==> config.mk <==
export PLATFORM = sky130hd
export DESIGN_NAME = fetch_stage_flat
export DESIGN_NICKNAME = d
export VERILOG_FILES = /design/src/rtl/fetch_stage_if.sv /design/src/rtl/fetch_stage.sv /design/src/flat_wrapper.sv
export SDC_FILE = /design/constraint.sdc
export NUM_CORES = 1
export LEC_CHECK = 0
export CAP_MARGIN = 10
export CELL_PAD_IN_SITES_DETAIL_PLACEMENT = 1
export CELL_PAD_IN_SITES_GLOBAL_PLACEMENT = 2
export CORE_MARGIN = 2
export CORE_UTILIZATION = 27
export CTS_BUF_LIST = sky130_fd_sc_hd__clkbuf_4 sky130_fd_sc_hd__clkbuf_8
export CTS_CLUSTER_DIAMETER = 200
export DETAILED_ROUTE_END_ITERATION = 10
export GPL_TIMING_DRIVEN = 0
export HOLD_SLACK_MARGIN = 0.03
export PLACE_DENSITY = 0.83
export SLEW_MARGIN = 40
export SYNTH_ARGS = -nofsm -noshare
export SYNTH_HDL_FRONTEND = slang
export SYNTH_SLANG_ARGS = --single-unit
==> constraint.sdc <==
create_clock -name clk -period 5.4 [get_ports clk]
set_input_delay 1.35 -clock clk [delete_from_list [all_inputs] [get_ports clk]]
set_output_delay 1.35 -clock clk [all_outputs]
set_load 0.05 [all_outputs]
==> src/rtl/fetch_stage_if.sv <==
// Fetch-stage bus: hazard controls, next-PC feedback, instruction-memory port
// and the F/D pipeline outputs seen by decode.
interface fetch_stage_if #(
  parameter int IM_AW = 12
);
  logic             stall;
  logic             flush;
  logic [31:0]      NPC;
  logic [31:0]      F_PC;
  logic [IM_AW-1:0] im_addr;
  logic [31:0]      im_rdata;
  logic [31:0]      D_IR;
  logic [31:0]      D_PC;
  logic [31:0]      D_PC8;
  logic             D_valid;
  logic             D_AdEL;
  logic [31:0]      fetch_count;

  modport master (
    output stall, flush, NPC, im_rdata,
    input  F_PC, im_addr, D_IR, D_PC, D_PC8, D_valid, D_AdEL, fetch_count
  );

  modport slave (
    input  stall, flush, NPC, im_rdata,
    output F_PC, im_addr, D_IR, D_PC, D_PC8, D_valid, D_AdEL, fetch_count
  );
endinterface

==> src/rtl/fetch_stage.sv <==
// MIPS fetch stage: fetch PC register, instruction-memory addressing and the
// F/D pipeline register with stall/flush control and a valid-fetch counter.
module fetch_stage #(
  parameter logic [31:0] PC_RESET = 32'h0000_3000,
  parameter logic [31:0] IM_BASE  = 32'h0000_3000,
  parameter int          IM_AW    = 12
) (
  input  logic          clk,
  input  logic          reset,
  fetch_stage_if.slave  bus
);

  logic [31:0] pc_r;
  logic [31:0] d_ir_r;
  logic [31:0] d_pc_r;
  logic        d_valid_r;
  logic        d_adel_r;
  logic [31:0] fetch_count_r;

  logic [32:0] pc_ext_s;
  logic [32:0] base_ext_s;
  logic [32:0] top_ext_s;
  logic [31:0] offset_s;
  logic        fetch_ok_s;
  logic        load_s;
  logic [31:0] fetch_ir_s;

  // Range check in 33 bits so a memory ending at the top of the space does not wrap.
  always_comb begin
    pc_ext_s   = {1'b0, pc_r};
    base_ext_s = {1'b0, IM_BASE};
    top_ext_s  = base_ext_s + (33'd4 << IM_AW);
    offset_s   = pc_r - IM_BASE;
    fetch_ok_s = (pc_r[1:0] == 2'b00) && (pc_ext_s >= base_ext_s) && (pc_ext_s < top_ext_s);
    load_s     = !bus.flush && !bus.stall;
    if (fetch_ok_s) begin
      fetch_ir_s = bus.im_rdata;
    end else begin
      fetch_ir_s = 32'h0000_0000;
    end
  end

  // Fetch PC: follows NPC unless stalled; alignment is judged once it reaches D.
  always_ff @(posedge clk or posedge reset) begin
    if (reset) begin
      pc_r <= PC_RESET;
    end else if (!bus.stall) begin
      pc_r <= bus.NPC;
    end else begin
      pc_r <= pc_r;
    end
  end

  // F/D register: flush beats stall, so a stalled+flushed slot re-fetches on release.
  always_ff @(posedge clk or posedge reset) begin
    if (reset) begin
      d_ir_r    <= 32'h0000_0000;
      d_pc_r    <= 32'h0000_0000;
      d_valid_r <= 1'b0;
      d_adel_r  <= 1'b0;
    end else if (bus.flush) begin
      d_ir_r    <= 32'h0000_0000;
      d_pc_r    <= 32'h0000_0000;
      d_valid_r <= 1'b0;
      d_adel_r  <= 1'b0;
    end else if (!bus.stall) begin
      d_ir_r    <= fetch_ir_s;
      d_pc_r    <= pc_r;
      d_valid_r <= 1'b1;
      d_adel_r  <= !fetch_ok_s;
    end else begin
      d_ir_r    <= d_ir_r;
      d_pc_r    <= d_pc_r;
      d_valid_r <= d_valid_r;
      d_adel_r  <= d_adel_r;
    end
  end

  // Count only good fetches that actually enter D; wraps naturally.
  always_ff @(posedge clk or posedge reset) begin
    if (reset) begin
      fetch_count_r <= 32'h0000_0000;
    end else if (load_s && fetch_ok_s) begin
      fetch_count_r <= fetch_count_r + 32'd1;
    end else begin
      fetch_count_r <= fetch_count_r;
    end
  end

  assign bus.F_PC        = pc_r;
  assign bus.im_addr     = IM_AW'(offset_s >> 2);
  assign bus.D_IR        = d_ir_r;
  assign bus.D_PC        = d_pc_r;
  assign bus.D_PC8       = d_pc_r + 32'd8;
  assign bus.D_valid     = d_valid_r;
  assign bus.D_AdEL      = d_adel_r;
  assign bus.fetch_count = fetch_count_r;

endmodule
==> src/flat_wrapper.sv <==
// flat-port wrapper written by rule: the top's interface ports become plain ports
module fetch_stage_flat 
#(
  parameter logic [31:0] PC_RESET = 32'h0000_3000,
  parameter logic [31:0] IM_BASE  = 32'h0000_3000,
  parameter int          IM_AW    = 12
)
  (clk, reset, bus_stall, bus_flush, bus_NPC, bus_im_rdata, bus_F_PC, bus_im_addr, bus_D_IR, bus_D_PC, bus_D_PC8, bus_D_valid, bus_D_AdEL, bus_fetch_count);
  fetch_stage_if #(.IM_AW(IM_AW)) bus_i ();
  input  logic clk;
  input  logic reset;
  input wire logic [$bits(bus_i.stall)-1:0] bus_stall;
  input wire logic [$bits(bus_i.flush)-1:0] bus_flush;
  input wire logic [$bits(bus_i.NPC)-1:0] bus_NPC;
  input wire logic [$bits(bus_i.im_rdata)-1:0] bus_im_rdata;
  output wire logic [$bits(bus_i.F_PC)-1:0] bus_F_PC;
  output wire logic [$bits(bus_i.im_addr)-1:0] bus_im_addr;
  output wire logic [$bits(bus_i.D_IR)-1:0] bus_D_IR;
  output wire logic [$bits(bus_i.D_PC)-1:0] bus_D_PC;
  output wire logic [$bits(bus_i.D_PC8)-1:0] bus_D_PC8;
  output wire logic [$bits(bus_i.D_valid)-1:0] bus_D_valid;
  output wire logic [$bits(bus_i.D_AdEL)-1:0] bus_D_AdEL;
  output wire logic [$bits(bus_i.fetch_count)-1:0] bus_fetch_count;
  assign bus_i.stall = bus_stall;
  assign bus_i.flush = bus_flush;
  assign bus_i.NPC = bus_NPC;
  assign bus_i.im_rdata = bus_im_rdata;
  assign bus_F_PC = bus_i.F_PC;
  assign bus_im_addr = bus_i.im_addr;
  assign bus_D_IR = bus_i.D_IR;
  assign bus_D_PC = bus_i.D_PC;
  assign bus_D_PC8 = bus_i.D_PC8;
  assign bus_D_valid = bus_i.D_valid;
  assign bus_D_AdEL = bus_i.D_AdEL;
  assign bus_fetch_count = bus_i.fetch_count;
  fetch_stage #(.PC_RESET(PC_RESET), .IM_BASE(IM_BASE), .IM_AW(IM_AW)) u_core (.clk(clk), .reset(reset), .bus(bus_i));
endmodule
==> results.txt <==
----------------------------------------------------
[Clocking]
  Total of hold buffers inserted after clock tree synthesis ... 0
  Gates resized, CTS repair ... 0
  Cts bufs inserted ... 17
  Post-CTS repair timing setup buffer count ... 0
  Total number of clock tree sinks ... between 100 and 150
  H-tree Lvls ... 4
  Clock transition at path regs ... around 0.07 ns
  Clock tree from TritonCTS ... built
  Clk_lat worst skew ... between 0.4 and 0.5 ns
  Root buffer cell ... sky130_fd_sc_hd__clkbuf_8
  CTS max path bufs ... 2

[GRT]
  Vias in the first global route ... about 5000
  Remaining Overflow, GRT ... 0
  Global-route wire length before repair ... 28.79 mm
  Global router's overall resource usage ... roughly 16%
  Antenna violations before repair ... 0
  Maximum number of pins on one net before global-route repair ... 67

[Worst setup path]
  Startpoint type of the worst setup path ... flop
  Critical path launch point ... u_core.bus.D_PC[3]
  Worst setup path endpoint ... bus_D_PC8[29]
  Worst R2R Setup Slack ... 2.78 ns
  Endpoint of the lowest-slack register-to-register path ... u_core.bus.fetch_count[10]
  Largest fanout on the critical path ... 7
  Crit path capture type ... output pin
  Reg2reg start ... u_core.bus.F_PC[12]
  Data required, critical path ... 4.05 ns
  Cell count of the worst reg-to-reg path ... 7
  Crit Path Class ... reg2out
  Arrival time reported for the critical path endpoint ... 3.44 ns

[Yosys]
  Largest family of logic cells by synthesized area ... simple AND/OR/NAND/NOR gates
  Synth Net Count ... 550
  Number of distinct library cell variants in the gate-level netlist after synthesis ... 32
  Adder-cell share of the synthesized area ... 0.6392%
  Synth Cell Area ... 5872 sq um
  Synthesized-area fraction occupied by xor and xnor cells ... between 8 and 9%
  Register bit total from synthesis ... 130
  Share of synthesized area occupied by flip-flops and latches ... between 50% and 60%
  Simple-gate share of the synthesized area ... 14.79%
  Synthesis Warnings ... 0
  Mux share of post-synthesis cell area ... about an eighth
  Cells after synthesis ... approximately 480
  Fraction of the mapped netlist area in compound gates ... approximately 4.9%
  Synth Area per Inst ... between 10 and 15 sq um

[Power and ir drop]
  Pwr per Cell Area ... around 290 nW/um^2
  LEAKAGE ... between 3 and 4 nW
  Maximum ir drop on the vdd rail ... ~0.13 mV

[Finish]
  Most common cell after layout, fill and taps aside ... sky130_fd_sc_hd__clkdlybuf4s50_1
  Antenna Diode Count ... 0
  Final std cells w/o fill ... between 1000 and 1500
  Core utilization of the finished layout ... 43.00%
  Share of cells above drive strength 1 ... about 13%
  Most frequent cells in the layout ... sky130_fd_sc_hd__clkdlybuf4s50_1, sky130_fd_sc_hd__dfrtp_1, sky130_fd_sc_hd__xnor2_1, sky130_fd_sc_hd__nor2_1, sky130_fd_sc_hd__mux2_2
  Final Net Count ... a little over 800
  Area delta synth->final ... 54.91%

[Timing]
  Max-slew violation count ... 0
  Post-layout minimum cycle time ... 4.794 ns
  Number of endpoints failing setup at the final stage ... 0
  Slew margin rel. ... between 40% and 50%
  Fmax ... 208.6 MHz
  Final cycle utilization of the critical path ... around nine tenths
  Hold Fails Final Rpt ... 0
  Least-Margin Pin Slew ... between 0.8 and 0.9 ns
  Final worst setup slack ... 0.6056 ns
  Clock skew after layout ... about 0.011 ns
  RSZ-0062 raised after global routing ... false

[Run status]
  Run status ... finished clean

[Placed design]
  Number of I/O port buffers ... 240
  Total instance count after detailed placement ... 995
  Routability congestion estimate from global placement ... 0.7696
  DP Wirelength ... 14.17 mm
  Setup slack after placement ... around 1.0 ns

[Floorplan]
  Number of cell rows ... between 50 and 60
  Top Ports ... roughly 240
  Die height ... about 150 um
  Initial Util ... approximately 28%
  Area of the core ... about 21000 sq um
  Die Outline Area ... between 20000 and 25000 sq um
  Horizontal extent of the die ... roughly 150 um

[Routing]
  Average routed wire per standard cell ... 18.28 um
  Count of TritonRoute iterations in the first routing pass ... 4
  Drt first-iter violations ... 114
  Final wirelength ... 18.75 mm
  Routed vias ... around 4800
  Via-per-instance ratio ... approximately 4.6
  Final routed DRC violation total ... 0
  Remaining number of nets flagged by the antenna check after routing ... 0

[Min path]
  Worst hold path type ... reg2reg
  Min-Delay Path Depth ... 1

[Job]
  Count of max-cap constraint violations ... 0

----------------------------------------------------
[worst min path at each step]
stage                                     startpoint                    endpoint  slack, ns
after global placement    u_core.bus.fetch_count[31]  u_core.bus.fetch_count[31]       0.46
after global routing      u_core.bus.fetch_count[31]  u_core.bus.fetch_count[31]       0.51
after detailed placement  u_core.bus.fetch_count[31]  u_core.bus.fetch_count[31]       0.47
final                     u_core.bus.fetch_count[31]  u_core.bus.fetch_count[31]       0.48
after CTS                 u_core.bus.fetch_count[31]  u_core.bus.fetch_count[31]       0.48
after floorplan                  u_core.bus.F_PC[13]         u_core.bus.D_PC[13]       0.68
[per-layer routing]
layer  vias to the layer above  part of all wire (%)  GRT usage [%]
met5                         -                     0              0
met3                        16                   6.4          4.760
li1                       2200                     -              -
met2                       158                    50          28.39
met1                      2391                    42          20.00
met4                         0                   1.3          4.673
[stage by stage]
step / setup TNS (ns) / total power [mW] / area, sq um / hold slack [ns]
after floorplan: 0 / 1.451 / 5872 / 0.6777
final: 0 / 2.601 / 9096 / 0.4760
after global placement: -152.51 / 1.680 / 8618 / 0.4650
after global routing: 0 / 2.703 / 9096 / 0.5103
after CTS: 0 / 2.637 / 9096 / 0.4842
after detailed placement: 0 / 1.693 / 8653 / 0.4699
[registers in the layout (all words and copies together), names as in the netlist]
| register | count |
|---|---|
| u_core.bus.D_AdEL | 1 |
| u_core.bus.fetch_count | 32 |
| u_core.bus.D_valid | 1 |
| u_core.bus.D_PC | 32 |
| u_core.bus.F_PC | 32 |
| u_core.bus.D_IR | 32 |
[cell families after synthesis]
group / Yosys count
simple gates: 148
flops: 130
mux: 65
xor+xnor: 59
buf+inv: 41
compound gates: 33
fa+ha+maj: 3
[final cells by class]
type	count	area, sq um
Fill cell	2250	12060
Inverter	5	26.28
Clock inverter	12	181.4
Clock buffer	19	261.5
Sequential cell	130	3256
Tap cell	275	344.1
Multi-Input combinational cell	308	2400
Buffer	36	197.7
Timing Repair Buffer	241	2430
[power breakdown]
group / switching, mW / internal [mW] / total [mW] / leakage (nW)
clock: 0.407 / 0.528 / 0.935 / 0.222
sequential: 0.0615 / 1.02 / 1.08 / 1.72
combinational: 0.366 / 0.223 / 0.589 / 1.94
total: 0.834 / 1.77 / 2.60 / 3.87
[cells in the mapped netlist (all sizes together)]
| cell type | number | share of area, % |
|---|---|---|
| and3 | 10 | 1.1 |
| nand2 | 19 | 1.2 |
| mux2 | 33 | 6.3 |
| nor4 | 9 | 2.3 |
| inv | 5 | 0.32 |
| a21oi | 1 | 0.085 |
| and4 | 8 | 1.2 |
| dfstp | 2 | 0.89 |
| nand4b | 1 | 0.15 |
| and4b | 1 | 0.17 |
| nor2b | 3 | 0.32 |
| nor3 | 6 | 0.70 |
| mux2i | 32 | 5.5 |
| and2 | 4 | 0.43 |
| xnor2 | 46 | 6.9 |
| clkbuf | 13 | 0.83 |
| a22o | 32 | 4.8 |
| ha | 3 | 0.64 |
| nor2 | 41 | 2.6 |
| nand3 | 26 | 2.4 |
| xor2 | 13 | 1.9 |
| dfrtp | 128 | 55 |
| nand4 | 18 | 1.9 |
| nor3b | 1 | 0.21 |
| buf | 23 | 2.5 |
| nand2b | 1 | 0.11 |
[critical path, cell delays in order (launching register included)]
cell                              delay (ns)
sky130_fd_sc_hd__dfrtp_1                0.46
sky130_fd_sc_hd__ha_1                   0.22
sky130_fd_sc_hd__nand3_1                0.25
sky130_fd_sc_hd__nor4_2                 0.84
sky130_fd_sc_hd__nand4_1                0.20
sky130_fd_sc_hd__xnor2_1                0.21
sky130_fd_sc_hd__clkdlybuf4s50_1        0.83
Power figures use the tool's default switching activity.
